===== src/rtl/doodle_motion_ctrl.sv =====
// doodle_motion_ctrl: per-frame jump physics and horizontal movement for the
// doodle sprite. Drives the sprite origin/control word and scroll requests.
//
// Ports:
//   clk, reset    - system clock, synchronous active-high reset
//   frame_tick    - one-cycle pulse per video frame; all updates happen on it
//   start         - start/restart request (IDLE -> RISE, DEAD -> IDLE)
//   btn_left/right- horizontal move levels
//   land          - platform contact from the collision checker (FALL only)
//   x0, y0        - sprite origin
//   ctrl          - [4:3] colour, [2] auto, [1:0] sprite id ([0] = facing left)
//   falling       - high while in FALL
//   scroll_valid  - one-cycle pulse qualifying scroll_amt
//   scroll_amt    - pixels the world scrolls down this frame
//   game_over     - high in DEAD
module doodle_motion_ctrl #(
  parameter int X_START     = 304,
  parameter int X_MAX       = 608,
  parameter int Y_FLOOR     = 416,
  parameter int SCROLL_LINE = 160,
  parameter int JUMP_V      = 12,
  parameter int V_MAX       = 15,
  parameter int GRAV_DIV    = 2,
  parameter int X_STEP      = 3
) (
  input  logic        clk,
  input  logic        reset,
  input  logic        frame_tick,
  input  logic        start,
  input  logic        btn_left,
  input  logic        btn_right,
  input  logic        land,
  output logic [10:0] x0,
  output logic [10:0] y0,
  output logic [4:0]  ctrl,
  output logic        falling,
  output logic        scroll_valid,
  output logic [7:0]  scroll_amt,
  output logic        game_over
);

  localparam int GW = (GRAV_DIV > 1) ? $clog2(GRAV_DIV) : 1;

  localparam logic signed [11:0] P_XSTEP  = 12'(X_STEP);
  localparam logic signed [11:0] P_XMAX   = 12'(X_MAX);
  localparam logic signed [11:0] P_XSPAN  = 12'(X_MAX + 1);
  localparam logic signed [11:0] P_XWRAPL = 12'(X_MAX + 1 - X_STEP);
  localparam logic signed [11:0] P_SLINE  = 12'(SCROLL_LINE);
  localparam logic signed [11:0] P_FLOOR  = 12'(Y_FLOOR);
  localparam logic [7:0]         P_JUMPV  = 8'(JUMP_V);
  localparam logic [7:0]         P_VMAX   = 8'(V_MAX);
  localparam logic [GW-1:0]      P_GLAST  = GW'(GRAV_DIV - 1);

  typedef enum logic [1:0] {S_IDLE, S_RISE, S_FALL, S_DEAD} state_t;

  state_t         state_q;
  logic [10:0]    x_q, y_q;
  logic [7:0]     vel_q;
  logic [GW-1:0]  g_q;
  logic [4:0]     ctrl_q;
  logic           falling_q, scroll_valid_q, game_over_q;
  logic [7:0]     scroll_amt_q;

  logic signed [11:0] x_s, y_s, vel_s;
  logic signed [11:0] rise_n, fall_n, x_left, x_right_raw, x_right, x_d;
  logic [7:0]         scroll_d;
  logic               rise_scroll, fall_floor, g_wrap, left_only, right_only;

  always_comb begin
    x_s         = signed'({1'b0, x_q});
    y_s         = signed'({1'b0, y_q});
    vel_s       = signed'({4'b0000, vel_q});
    rise_n      = y_s - vel_s;
    rise_scroll = rise_n < P_SLINE;
    scroll_d    = 8'(P_SLINE - rise_n);
    fall_n      = y_s + vel_s;
    fall_floor  = fall_n >= P_FLOOR;
    g_wrap      = (g_q == P_GLAST);
    left_only   = btn_left & ~btn_right;
    right_only  = btn_right & ~btn_left;
    // Both wrap directions are folded into one add/subtract each so x0 stays in 0..X_MAX.
    x_left      = (x_s < P_XSTEP) ? x_s + P_XWRAPL : x_s - P_XSTEP;
    x_right_raw = x_s + P_XSTEP;
    x_right     = (x_right_raw > P_XMAX) ? x_right_raw - P_XSPAN : x_right_raw;
    x_d         = x_s;
    if (left_only)       x_d = x_left;
    else if (right_only) x_d = x_right;
  end

  always_ff @(posedge clk) begin
    if (reset) begin
      state_q        <= S_IDLE;
      x_q            <= 11'(X_START);
      y_q            <= 11'(Y_FLOOR);
      vel_q          <= '0;
      g_q            <= '0;
      ctrl_q         <= '0;
      falling_q      <= 1'b0;
      scroll_valid_q <= 1'b0;
      scroll_amt_q   <= '0;
      game_over_q    <= 1'b0;
    end else begin
      scroll_valid_q <= 1'b0;
      if (frame_tick) begin
        // Horizontal movement and facing apply on every airborne tick.
        if (state_q == S_RISE || state_q == S_FALL) begin
          x_q <= 11'(x_d);
          if (left_only)       ctrl_q[0] <= 1'b1;
          else if (right_only) ctrl_q[0] <= 1'b0;
        end
        unique case (state_q)
          S_IDLE: begin
            if (start) begin
              state_q <= S_RISE;
              vel_q   <= P_JUMPV;
              g_q     <= '0;
            end
          end
          S_RISE: begin
            if (rise_scroll) begin
              y_q            <= 11'(P_SLINE);
              scroll_amt_q   <= scroll_d;
              scroll_valid_q <= 1'b1;
            end else begin
              y_q <= 11'(rise_n);
            end
            if (g_wrap) begin
              g_q   <= '0;
              vel_q <= vel_q - 8'd1;
              if (vel_q == 8'd1) begin
                state_q   <= S_FALL;
                falling_q <= 1'b1;
              end
            end else begin
              g_q <= g_q + 1'b1;
            end
          end
          S_FALL: begin
            if (land) begin
              state_q   <= S_RISE;
              falling_q <= 1'b0;
              vel_q     <= P_JUMPV;
              g_q       <= '0;
            end else if (fall_floor) begin
              state_q     <= S_DEAD;
              falling_q   <= 1'b0;
              y_q         <= 11'(P_FLOOR);
              game_over_q <= 1'b1;
              ctrl_q[4:3] <= 2'b11;
            end else begin
              y_q <= 11'(fall_n);
              if (g_wrap) begin
                g_q <= '0;
                if (vel_q < P_VMAX) vel_q <= vel_q + 8'd1;
              end else begin
                g_q <= g_q + 1'b1;
              end
            end
          end
          S_DEAD: begin
            if (start) begin
              state_q     <= S_IDLE;
              x_q         <= 11'(X_START);
              y_q         <= 11'(Y_FLOOR);
              vel_q       <= '0;
              g_q         <= '0;
              ctrl_q      <= '0;
              game_over_q <= 1'b0;
            end
          end
          default: state_q <= S_IDLE;
        endcase
      end
    end
  end

  assign x0           = x_q;
  assign y0           = y_q;
  assign ctrl         = ctrl_q;
  assign falling      = falling_q;
  assign scroll_valid = scroll_valid_q;
  assign scroll_amt   = scroll_amt_q;
  assign game_over    = game_over_q;

endmodule

===== config.mk =====
export PLATFORM = sky130hd
export DESIGN_NAME = doodle_motion_ctrl
export DESIGN_NICKNAME = d
export VERILOG_FILES = /design/src/rtl/doodle_motion_ctrl.sv
export SDC_FILE = /design/constraint.sdc
export NUM_CORES = 1
export LEC_CHECK = 0
export BUFFER_PORTS_ARGS = -buffer_cell sky130_fd_sc_hd__buf_2
export CAP_MARGIN = 25
export CORE_MARGIN = 5
export CORE_UTILIZATION = 66
export CTS_CLUSTER_DIAMETER = 40
export DETAILED_ROUTE_END_ITERATION = 16
export PLACE_DENSITY = 0.88
export SYNTH_ARGS = -nofsm -noshare
export SYNTH_HDL_FRONTEND = slang
export SYNTH_SLANG_ARGS = --single-unit
export TNS_END_PERCENT = 20

===== constraint.sdc =====
create_clock -name clk -period 7.9 [get_ports clk]
set_input_delay 0.395 -clock clk [delete_from_list [all_inputs] [get_ports clk]]
set_output_delay 0.395 -clock clk [all_outputs]
set_load 0.02 [all_outputs]

==> results of run 1 <==
critical path, cell delays in order, from the launching register on:
cell	delay [ps]
dfxtp_1	500
inv_1	150
ha_1	460
inv_1	150
nor4_1	430
nor3_1	130
xnor2_1	420
o211ai_1	200
o211a_1	220
nor3_4	350
a21oi_1	200
a221o_1	350
registers in the layout, indices dropped and copies added, names as in the netlist:
signal and count:
x0 11, state_q 2, scroll_amt 8, ctrl 2, scroll_valid 1, g_q 1, y0 11, vel_q 8
falling 1
per-stage QoR:
stage	setup WS, ps	power (mW)	cells	hold WS, ps
6_report	4230	0.729	722	454
5_1_grt	3970	0.772	722	487
4_1_cts	4310	0.725	722	456
3_5_place_dp	4310	0.537	714	445
3_3_place_gp	4460	0.529	714	439
2_1_floorplan	4820	0.475	619	473
layout by cell type (no fill, tap or decap), drive strengths merged, types with 4 or more instances in the layout:
| cell | n |
|---|---|
| dfxtp | 45 |
| mux2i | 8 |
| or3 | 7 |
| xor2 | 6 |
| nand2b | 12 |
| a211oi | 12 |
| and3 | 6 |
| a2bb2oi | 4 |
| nor2 | 52 |
| a21o | 6 |
| a21oi | 44 |
| o21a | 7 |
| o221ai | 5 |
| nor2b | 6 |
| xnor2 | 22 |
| ha | 33 |
| a31oi | 13 |
| and2 | 8 |
| nor3 | 22 |
| or4 | 5 |
| o31ai | 6 |
| a2111oi | 5 |
| nand2 | 50 |
| a311oi | 4 |
| nand3 | 29 |
| o21ai | 43 |
| a22oi | 4 |
| nor3b | 4 |
| nor4 | 8 |
| clkbuf | 6 |
| o211ai | 6 |
| buf | 42 |
| a221oi | 6 |
| inv | 38 |
where the power goes:
part | total (mW) | switching (mW) | internal (mW)
clock | 0.187 | 0.0845 | 0.103
combinational | 0.283 | 0.179 | 0.104
sequential | 0.258 | 0.0208 | 0.237
final cells by class:
type,instances,area [sq um]
clock buffers,6,82.6
clock inverters,2,37.5
fillers,577,1930
inverters,38,143
multi-input cells,493,3370
flip-flops and latches,45,901
well taps,96,120
repair buffers,42,210
path summary, 6_finish.rpt:
check / slack (ps) / cells past startpoint / from / endpoint
max: 4230 / 11 / vel_q[5] / y0[5]
min: 450 / 2 / falling / falling
max reg2reg: 4230 / 11 / vel_q[5] / y0[5]
min reg2reg: 450 / 2 / falling / falling
routing by layer:
metal,share of wire [%],wire length [microns]
met5,0,0
met1,40,5320
met4,4.0,538
met3,7.1,948
met2,49,6570
cells by family after synthesis:
group,synth area share [%]
AOI/OAI and AO/OA,30.3
xor gates and xnor gates,5.63
adders and majority gates,9.81
buffers and inverters,7.64
DFF,19.5
muxes,1.98
other,0.0812
and+or+nand+nor,25.1
==> results.toml, run 1 <==
[die]
die_height_microns = 93.7
die_x_microns = 93.7
start_util_pct = 68.0
ios = 45
core_sq_mm = 0.00679
row_count = 30
design.die.area_sq_mm = 0.00877

[yosys]
synth_cell_types = 84
synth-seq-cells = 45
synth.cell_area_sq_mm = 0.00462
synth.most_common_cell = "nor2_1"
synth_top_cell_area_share_pct = 19.5
synthArstFlopShare_pct = 0
synth_edf_count = 0
synth_top_area_cell = "dfxtp_1"
seq_area_frac_synth_pct = 19.5
netlist_top_cells_area = "dfxtp_1 20%, ha_1 8.9%, a21oi_1 4.8%, o21ai_0 4.6%, nor2_1 4.1%"
post_synth.cell_area_avg_sq_um = 7.47
netlist_instances = 618
synth_flop_cell = "dfxtp_1"
synth.top_cells.by_count = "51 x nor2_1, 50 x nand2_1, 45 x dfxtp_1"
ys_warn_count = 0

[place]
gp_congestion = 1.11
dp.final_hpwl_mm = 9.98
dpl_cell_area_sq_mm = 0.00474
port_buffers = 42

[worst_setup_path]
crit_path_start_kind = "flip-flop"
crit_arrival_ps = 3870
crit_fanout = 9
end_kind = "flip-flop"
required_ps = 8090
crit_type = "reg2reg"

[global_route]
use_met2_pct = 53.1
grt_pass1_vias = 4589
grt_max_degree = 35
use_met3_pct = 3.53
grt_usage_pct = 30.5
grt_busiest_layer = "met2"
grt-ovfl-total = 0
use_met1_pct = 37.2
grt_pass1_wl_mm = 22.0
antenna_found_initial = 0

[route]
antenna_left = 0
vias = 4808
wirelength_mm = 13.4
avgRoutedWirePerCell_microns = 18.5
vias_per_cell = 6.66
drtIter0Drc = 461
first_pass_iters = 5
drc = 0

[cells_and_area]
area_growth_pct = 5.28
fin_nets = 667
diodes = 0
layout-drive-gt1-share_pct = 12.1
design_area_sq_mm = 0.00486
final_util_pct = 71.6

[power]
ir_drop_mv = 0.0945
leakagePower_nw = 1.88
power_per_cell_area_mw_per_mm2 = 150

[sta]
hold_viol = 0
skew_ps = 7.02
period_share_pct = 46.5
timing.fmax_mhz = 272
max_slew_margin_pct = 27.8
finalSetupViolCount = 0
setup_tns_ps = 0
fin_crit_ps = 3670
final_max_slew_viol_count = 0
rsz0062_at_grt = "no"
tightest_slew_ps = 1080

[clock_tree]
clock-root-buffer = "clkbuf_8"
cts_buffers = 5
cts_setup_buffers = 0
clock_sinks = 45
clock_latency_ps = 310
htreeDepth = 2
cts_hold_buf = 0
clockBufferDepth = 2
cts_tree = "built"
cts_resized = 0
clk_pin_slew_ps = 90

[worst_hold_path]
hold_path_class = "reg2reg"

[run_status]
status = "finished, final reports clean"

[job]
maxCapViolCount = 0
Note: power is estimated with default switching activity, not from simulation.
==> inputs of run 2 (changes only) <==
- CORE_UTILIZATION: 66 -> 61
- PLACE_DENSITY: 0.88 -> 0.82
- clock period: 7.9 -> 3.4 ns (I/O delays scaled with it)
==> run 2 against run 1 <==
  * Critical path type unchanged
  * Wire length up 5.6%
  * Highest routed layer unchanged
  * Critical endpoint is now vel_q[7]
  * Cell area up 7.2%
  * Combinational power rose to 2.6 times the previous value
  * Fmax up 10%
  * Largest cell class unchanged
  * First-iteration DRC count up 25%
  * Worst setup slack worse by 4200 ps
==> results.toml, run 2 (synthesis results as in run 1) <==
[route]
vias_per_cell = 6.64
wirelength_mm = 14.1
antenna_left = 0
first_pass_iters = 6
avgRoutedWirePerCell_microns = 18.5
drc = 0
drtIter0Drc = 574
vias = 5067

[sta]
fin_crit_ps = 3330
skew_ps = 7.56
layout_setup_ws_ps = 69.1
hold_viol = 0
max_slew_margin_pct = 49.0
period_share_pct = 98.0
rsz0062_at_grt = "yes"
final_max_slew_viol_count = 0
whs_ps = 316
tightest_slew_ps = 765
timing.fmax_mhz = 300
finalSetupViolCount = 0
setup_tns_ps = 0

[cells_and_area]
fillers = 600
fin_nets = 705
final_util_pct = 71.1
design_area_sq_mm = 0.00521
layout_common_cells = "51 x nor2_1, 50 x nand2_1, 44 x dfxtp_1"
area_growth_pct = 12.9
fin_cells = 763
final_common_cell = "nor2_1"
layout-drive-gt1-share_pct = 18.4
diodes = 0

[global_route]
grt-ovfl-total = 0
grt_usage_pct = 28.7
antenna_found_initial = 0
grt_pass1_wl_mm = 22.9
grt_pass1_vias = 4766
grt_max_degree = 35

[clock_tree]
clock_latency_ps = 310
clk_pin_slew_ps = 90
clock_sinks = 45
cts_buffers = 5
cts_hold_buf = 0
clockBufferDepth = 2
htreeDepth = 2
clock-root-buffer = "clkbuf_8"
cts_tree = "built"

[die]
core_sq_mm = 0.00733
row_count = 31
ios = 45
die_x_microns = 97.0
design.die.area_sq_mm = 0.00941
start_util_pct = 63.0
die_height_microns = 97.0

[job]
maxCapViolCount = 0

[worst_setup_path]
crit_arrival_ps = 3570
crit_type = "reg2reg"
end_kind = "flip-flop"
required_ps = 3640
crit_path_start_kind = "flip-flop"
crit_fanout = 6

[run_status]
status = "finished, final reports clean"

[place]
dpl_cell_area_sq_mm = 0.00499
dp.final_hpwl_mm = 10.4
dp.cells = 749
port_buffers = 42
gp_congestion = 1.03
dp_slack_ps = 89.6

[power]
leakagePower_nw = 2.06
ir_drop_mv = 0.235
power.total_mw = 1.67
power_per_cell_area_mw_per_mm2 = 321

[worst_hold_path]
hold_path_class = "in2reg"
## run 2: cell types whose count changed in the layout (fill, tap and decap cells not counted), sizes merged
cell,delta
o221ai,+1
inv,-1
bufinv,-1
clkinv,+2
buf,+37
## run 2: routing by layer
metal | track usage (%) | wire length, microns | vias to the layer above
met2 | 49.5 | 6880 | 296
met3 | 4.68 | 1110 | 61
met5 | 0 | 0 | -
li1 | - | - | 2350
met4 | 15.4 | 582 | 0
met1 | 33.8 | 5560 | 2360
## run 2: path summary, 6_finish.rpt
| kind | slack [ps] | cells after the start | end | start |
|---|---|---|---|---|
| max | 70 | 14 | vel_q[7] | y0[0] |
| max reg2reg | 70 | 14 | vel_q[7] | y0[0] |
| min reg2reg | 460 | 2 | falling | falling |
| min | 320 | 4 | ctrl[0] | start |
## run 2: power by group
part           leakage (nW)  switching, mW  internal [mW]
combinational          1.65          0.456          0.289
clock                0.0450          0.203          0.143
sequential            0.366         0.0309          0.551
total                  2.06          0.690          0.983
## run 2: layout make-up
type,instances,area (sq um),share of cell area (%)
Clock buffer,6,72.6,1.39
Clock inverter,2,10.0,0.192
Inverter,38,146,2.81
Multi-Input combinational cell,494,3460,66.5
Sequential cell,45,905,17.4
Tap cell,99,124,2.38
Timing Repair Buffer,79,492,9.43
## run 2: critical path, stage by stage (launching register included)
cell and delay, ps:
dfxtp_1 340, ha_1 210, inv_1 70, fa_2 240, nor2_4 60, o311ai_4 280, a211oi_2 140, buf_4 160
o31ai_1 210, mux2i_1 210, a2111oi_4 410, o221ai_4 250, buf_4 190, or3_1 350, a21oi_1 150
## run 2: timing repair
item	in CTS	in global routing
setup buffers	0	5
endpoints found under the setup margin	0	24
resized for setup	0	17
